`config.mk`:
```
export PLATFORM = sky130hd
export DESIGN_NAME = instr_encoder
export DESIGN_NICKNAME = d
export VERILOG_FILES = /design/src/rtl/instr_encoder_pkg.sv /design/src/rtl/instr_pack.sv /design/src/rtl/instr_encoder.sv
export SDC_FILE = /design/constraint.sdc
export NUM_CORES = 1
export LEC_CHECK = 0
export BUFFER_PORTS_ARGS = -buffer_cell sky130_fd_sc_hd__clkbuf_2
export CAP_MARGIN = 30
export CORE_MARGIN = 2
export CORE_UTILIZATION = 40
export CTS_CLUSTER_DIAMETER = 30
export DETAILED_ROUTE_END_ITERATION = 16
export PLACE_DENSITY = 0.73
export SYNTH_ARGS = -nofsm -noshare
export SYNTH_HDL_FRONTEND = slang
export SYNTH_SLANG_ARGS = --single-unit
export TNS_END_PERCENT = 5
```
`constraint.sdc`:
```
create_clock -name clk -period 8.2 [get_ports clk]
set_input_delay 1.64 -clock clk [delete_from_list [all_inputs] [get_ports clk]]
set_output_delay 1.64 -clock clk [all_outputs]
set_load 0.005 [all_outputs]
```
`src/rtl/instr_encoder_pkg.sv`:
```
// ============================================================================
// Module  : instr_encoder_pkg
// Brief   : Shared types and constants for the RV32I ADDI/BNE program loader.
//           INSTR_ENCODER_NOP_PAD_EN adds the PAD state to the FSM encoding.
// Revision: 1.0 - initial release
// ============================================================================
`default_nettype none

package instr_encoder_pkg;

  // Operation selector carried on in_op; encodings 2 and 3 are illegal.
  typedef enum logic [1:0] {
    OP_ADDI = 2'd0,
    OP_BNE  = 2'd1
  } op_e;

  localparam logic [6:0]  OPC_OP_IMM = 7'b0010011;
  localparam logic [6:0]  OPC_BRANCH = 7'b1100011;
  localparam logic [2:0]  F3_ADDI    = 3'b000;
  localparam logic [2:0]  F3_BNE     = 3'b001;
  localparam logic [31:0] NOP_WORD   = 32'h00000013;

  // Representable immediate ranges (I-type 12-bit, B-type 13-bit even).
  localparam int IMM_I_MIN = -2048;
  localparam int IMM_I_MAX = 2047;
  localparam int IMM_B_MIN = -4096;
  localparam int IMM_B_MAX = 4094;

`ifdef INSTR_ENCODER_NOP_PAD_EN
  typedef enum logic [1:0] {
    ST_IDLE  = 2'd0,
    ST_ENC   = 2'd1,
    ST_WRITE = 2'd2,
    ST_PAD   = 2'd3
  } state_e;
`else
  typedef enum logic [1:0] {
    ST_IDLE  = 2'd0,
    ST_ENC   = 2'd1,
    ST_WRITE = 2'd2
  } state_e;
`endif

endpackage

`default_nettype wire

```
`src/rtl/instr_pack.sv`:
```
// ============================================================================
// Module  : instr_pack
// Brief   : Combinational packer: decoded fields + op -> 32-bit word and a
//           legality flag covering the op code and the immediate range.
// Revision: 1.0 - initial release
// ============================================================================
`default_nettype none

module instr_pack
  import instr_encoder_pkg::*;
(
  input  logic [1:0]  op_i,
  input  logic [4:0]  rd_i,
  input  logic [4:0]  rs1_i,
  input  logic [4:0]  rs2_i,
  input  logic [31:0] imm_i,
  output logic [31:0] word_o,
  output logic        legal_o
);

  // Select the instruction format and check that the immediate fits it.
  always_comb begin
    word_o  = 32'h0;
    legal_o = 1'b0;
    if (op_i == OP_ADDI) begin
      word_o  = {imm_i[11:0], rs1_i, F3_ADDI, rd_i, OPC_OP_IMM};
      legal_o = ($signed(imm_i) >= IMM_I_MIN) && ($signed(imm_i) <= IMM_I_MAX);
    end else if (op_i == OP_BNE) begin
      word_o  = {imm_i[12], imm_i[10:5], rs2_i, rs1_i, F3_BNE,
                 imm_i[4:1], imm_i[11], OPC_BRANCH};
      legal_o = ($signed(imm_i) >= IMM_B_MIN) && ($signed(imm_i) <= IMM_B_MAX)
                && !imm_i[0];
    end
  end

endmodule

`default_nettype wire

```
`src/rtl/instr_encoder.sv`:
```
// ============================================================================
// Module  : instr_encoder
// Brief   : Program loader. Accepts ADDI/BNE field bundles, packs them via
//           instr_pack and writes legal words sequentially into instruction
//           memory. Define INSTR_ENCODER_NOP_PAD_EN to pad the remaining
//           memory with NOPs on flush.
// Revision: 1.0 - initial release
// ============================================================================
`default_nettype none

module instr_encoder
  import instr_encoder_pkg::*;
#(
  parameter int DEPTH  = 256,
  parameter int ADDR_W = $clog2(DEPTH)
) (
  input  logic              clk,
  input  logic              rst,
  input  logic              clear,
  input  logic              flush,
  input  logic              in_valid,
  output logic              in_ready,
  input  logic [1:0]        in_op,
  input  logic [4:0]        in_rd,
  input  logic [4:0]        in_rs1,
  input  logic [4:0]        in_rs2,
  input  logic [31:0]       in_imm,
  output logic              mem_we,
  output logic [ADDR_W-1:0] mem_addr,
  output logic [31:0]       mem_wdata,
  output logic [ADDR_W:0]   count,
  output logic              full,
  output logic              err,
  output logic              done
);

  localparam logic [ADDR_W:0] DEPTH_CNT = (ADDR_W+1)'(DEPTH);

  state_e            state_q;
  logic [1:0]        op_q;
  logic [4:0]        rd_q;
  logic [4:0]        rs1_q;
  logic [4:0]        rs2_q;
  logic [31:0]       imm_q;
  logic              mem_we_q;
  logic [ADDR_W-1:0] mem_addr_q;
  logic [31:0]       mem_wdata_q;
  logic [ADDR_W:0]   count_q;
  logic              err_q;
  logic              done_q;

  logic [31:0]       enc_word;
  logic              enc_legal;
  logic [ADDR_W:0]   count_inc;

  instr_pack u_pack (
    .op_i    (op_q),
    .rd_i    (rd_q),
    .rs1_i   (rs1_q),
    .rs2_i   (rs2_q),
    .imm_i   (imm_q),
    .word_o  (enc_word),
    .legal_o (enc_legal)
  );

  assign count_inc = count_q + 1'b1;
  assign full      = (count_q == DEPTH_CNT);
  // flush wins over in_valid, and clear blocks acceptance in the same cycle.
  assign in_ready  = !rst && (state_q == ST_IDLE) && !full && !clear && !flush;
  // A clear arriving during a write cycle suppresses the strobe immediately.
  assign mem_we    = mem_we_q && !clear;
  assign mem_addr  = mem_addr_q;
  assign mem_wdata = mem_wdata_q;
  assign count     = count_q;
  assign err       = err_q;
  assign done      = done_q;

  // Loader FSM: accept -> ENC (pack/check) -> WRITE (strobe, bump count).
  always_ff @(posedge clk or posedge rst) begin
    if (rst) begin
      state_q     <= ST_IDLE;
      op_q        <= 2'd0;
      rd_q        <= 5'd0;
      rs1_q       <= 5'd0;
      rs2_q       <= 5'd0;
      imm_q       <= 32'h0;
      mem_we_q    <= 1'b0;
      mem_addr_q  <= '0;
      mem_wdata_q <= 32'h0;
      count_q     <= '0;
      err_q       <= 1'b0;
      done_q      <= 1'b0;
    end else if (clear) begin
      state_q  <= ST_IDLE;
      mem_we_q <= 1'b0;
      count_q  <= '0;
      err_q    <= 1'b0;
      done_q   <= 1'b0;
    end else begin
      mem_we_q <= 1'b0;
      done_q   <= 1'b0;
      case (state_q)
        ST_IDLE: begin
          if (flush) begin
`ifdef INSTR_ENCODER_NOP_PAD_EN
            if (full) begin
              done_q <= 1'b1;
            end else begin
              state_q     <= ST_PAD;
              mem_we_q    <= 1'b1;
              mem_addr_q  <= count_q[ADDR_W-1:0];
              mem_wdata_q <= NOP_WORD;
            end
`else
            done_q <= 1'b1;
`endif
          end else if (in_valid && !full) begin
            op_q    <= in_op;
            rd_q    <= in_rd;
            rs1_q   <= in_rs1;
            rs2_q   <= in_rs2;
            imm_q   <= in_imm;
            state_q <= ST_ENC;
          end
        end
        ST_ENC: begin
          if (enc_legal) begin
            mem_we_q    <= 1'b1;
            mem_addr_q  <= count_q[ADDR_W-1:0];
            mem_wdata_q <= enc_word;
            state_q     <= ST_WRITE;
          end else begin
            err_q   <= 1'b1;
            state_q <= ST_IDLE;
          end
        end
        ST_WRITE: begin
          count_q <= count_inc;
          state_q <= ST_IDLE;
        end
`ifdef INSTR_ENCODER_NOP_PAD_EN
        ST_PAD: begin
          count_q <= count_inc;
          if (count_inc == DEPTH_CNT) begin
            state_q <= ST_IDLE;
            done_q  <= 1'b1;
          end else begin
            mem_we_q   <= 1'b1;
            mem_addr_q <= count_inc[ADDR_W-1:0];
          end
        end
`endif
        default: state_q <= ST_IDLE;
      endcase
    end
  end

endmodule

`default_nettype wire

```
==> out/metrics.yaml <==
timing:
  slew_viol_final: 0
  period_minus_slack_ns: 4.25
  finClkSkew_ns: 0.00904
  max_slew_margin_pct: 34.5
  holdWs_ns: 0.509
  timing.final.hold_violations: 0
  tns_ns: 0
  worst_pin_slew_ns: 0.982
  setup_viol: 0
  max_freq_mhz: 235
  period_share_pct: 51.8
  rsz0062_at_grt: "no"
grt:
  antenna_found_initial: 0
  grt_pass1_wl_mm: 13.4
  grt_max_degree: 51
  grtUsageTotal_pct: 15.0
  gr-total-overflow: 0
  grt_pass1_vias: 2731
synth:
  synth.cells.most_frequent: "96 x dfrtp_1, 49 x mux2_4, 30 x mux2_2"
  ys_warn_count: 0
  synth_cell_types: 37
  seq_area_frac_synth_pct: 56.2
  yosysMostFrequentCell: "dfrtp_1"
  async_flop_share_pct: 100
  synth_top_area_cell: "dfrtp_1"
  netlist_area_um2: 4270
  ys_ff_latch: 96
  synthTopCellsByArea: "dfrtp_1 56%, mux2_4 17%, mux2_2 7.9%"
  syn_inst: 295
  synthFlopType: "dfrtp_1"
  synth_area_per_cell_um2: 14.5
  synth_edf_count: 0
  synth.top_cell.area_share_pct: 56.2
floorplan:
  io_pins: 108
  die_area_um2: 11500
  initial_core_util_pct: 41.2
  die_y_um: 107
  die-width_um: 107
  rows: 37
  core_region_area_um2: 10400
detailed_routing:
  drt_wl_total_mm: 8.08
  wl_met2_mm: 3.74
  num_vias: 2587
  firstDrtPassIters: 4
  wl_met1_mm: 3.75
  via_per_inst: 4.83
  drtIter0Drc: 60
  highest_layer: "met4"
  drc_errors: 0
  wl_per_cell_um: 15.1
  ant_nets: 0
  wl_met3_um: 447
cts:
  post-cts-setup-buffer-count: 0
  hold_buffers: 0
  clk-insertion-delay-late_ns: 0.36
  cts-root-buf: "clkbuf_8"
  ctsResizeCount: 0
  clock-sinks: 96
  cts_buffers: 9
  clk_pin_slew_ns: 0.08
  cts-htree-levels: 3
  cts_buffer_depth: 2
  tritoncts: "done"
placement:
  gp_congestion: 0.760
  numPortBuffers: 103
  hpwl_mm: 5.64
  dpl.cell_count: 520
min_path:
  hold_class: "reg -> reg"
  holdPathStages: 1
final_layout:
  area_growth_pct: 17.8
  fin_cells: 536
  fin_nets: 451
  antenna_cells: 0
  layout-drive-gt1-share_pct: 51.5
  final.fill_count: 944
  regArea_um2: 2400
  multi_input_area_um2: 1690
power_and_ir_drop:
  p_per_area_nw_per_um2: 202
  p_leak_nw: 2.68
  ir_drop_v: 0.0000878
  finalPower_mw: 1.01
critical_path:
  end_kind: "output port"
  arrival_ns: 2.61
  worstPathMaxFanout: 13
  cp_data_required_time_ns: 6.56
  cp-start-kind: "input port"
  setup.worst_path.class: "in -> out"
  r2r_cells: 6
status:
  status: "completed"
job:
  drv_cap: 0
through the flow:
stage	setup slack [ns]	util, %	instance area (µm²)
5_1_grt	3.89	48.5	5030
2_1_floorplan	4.05	-	4280
4_1_cts	3.95	48.5	5030
6_report	3.95	48.5	5030
3_3_place_gp	3.95	46.5	4820
3_5_place_dp	3.95	46.8	4850
worst max-delay path: stages:
cell      delay, ns
clkbuf_2       0.20
or3_1          0.41
nor4_1         0.20
clkbuf_2       0.16
routing by layer:
metal  vias to the layer above  global-route usage, %
met5                         -                      0
met4                         0                   5.59
met3                        14                   4.48
met2                        68                   23.2
met1                      1296                   20.1
li1                       1209                      -
logic make-up after synthesis:
kind of cell / Yosys count / synth area share (%)
compound gates: 9 / 1.49
xor+xnor: 7 / 1.43
fa+ha+maj: 2 / 0.586
buf+inv: 27 / 4.42
flops: 96 / 56.2
mux: 90 / 27.7
other cells: 1 / 0.0878
simple gates: 63 / 8.02
sequential cells by signal (all words and copies together), names as in the netlist:
register	flops
mem_we_q	1
mem_addr	8
rs1_q	5
mem_wdata	25
err	1
state_q	2
count	9
rd_q	5
imm_q	32
done	1
rs2_q	5
op_q	2
worst paths after layout:
path                              startpoint            end  slack (ns)
worst max-delay path                   clear       in_ready        3.95
worst min-delay path            mem_wdata[1]   mem_wdata[1]        0.51
worst max register to register       op_q[0]  mem_wdata[21]        5.45
worst min register to register  mem_wdata[1]   mem_wdata[1]        0.51
max in group asynchronous                rst     state_q[1]        5.80
min in group asynchronous                rst   mem_wdata[1]        1.34
power by group:
part | switching, mW | internal (mW)
sequential | 0.0518 | 0.527
clock | 0.156 | 0.134
combinational | 0.0458 | 0.100
cells in the final DEF (no fill, tap or decap), types with 4 or more instances in the layout:
| cell | instances |
|---|---|
| dfrtp_1 | 96 |
| nand2_1 | 9 |
| xor2_1 | 5 |
| nand4_1 | 7 |
| mux2_2 | 30 |
| nor4_1 | 6 |
| inv_1 | 7 |
| clkbuf_2 | 103 |
| clkbuf_8 | 12 |
| nor2_1 | 24 |
| conb_1 | 4 |
| mux2_4 | 49 |
| mux2i_1 | 10 |
final cells by class:
class                      instances  share of cell area (%)
tap                              136                    3.38
sequential                        96                    47.7
multi-input combinational        175                    33.6
clock buffer                      13                    3.36
clock inverter                     3                   0.298
inverter                           8                   0.646
timing repair buffer             105                    10.9
No activity file was read; power rests on OpenSTA's default activity.
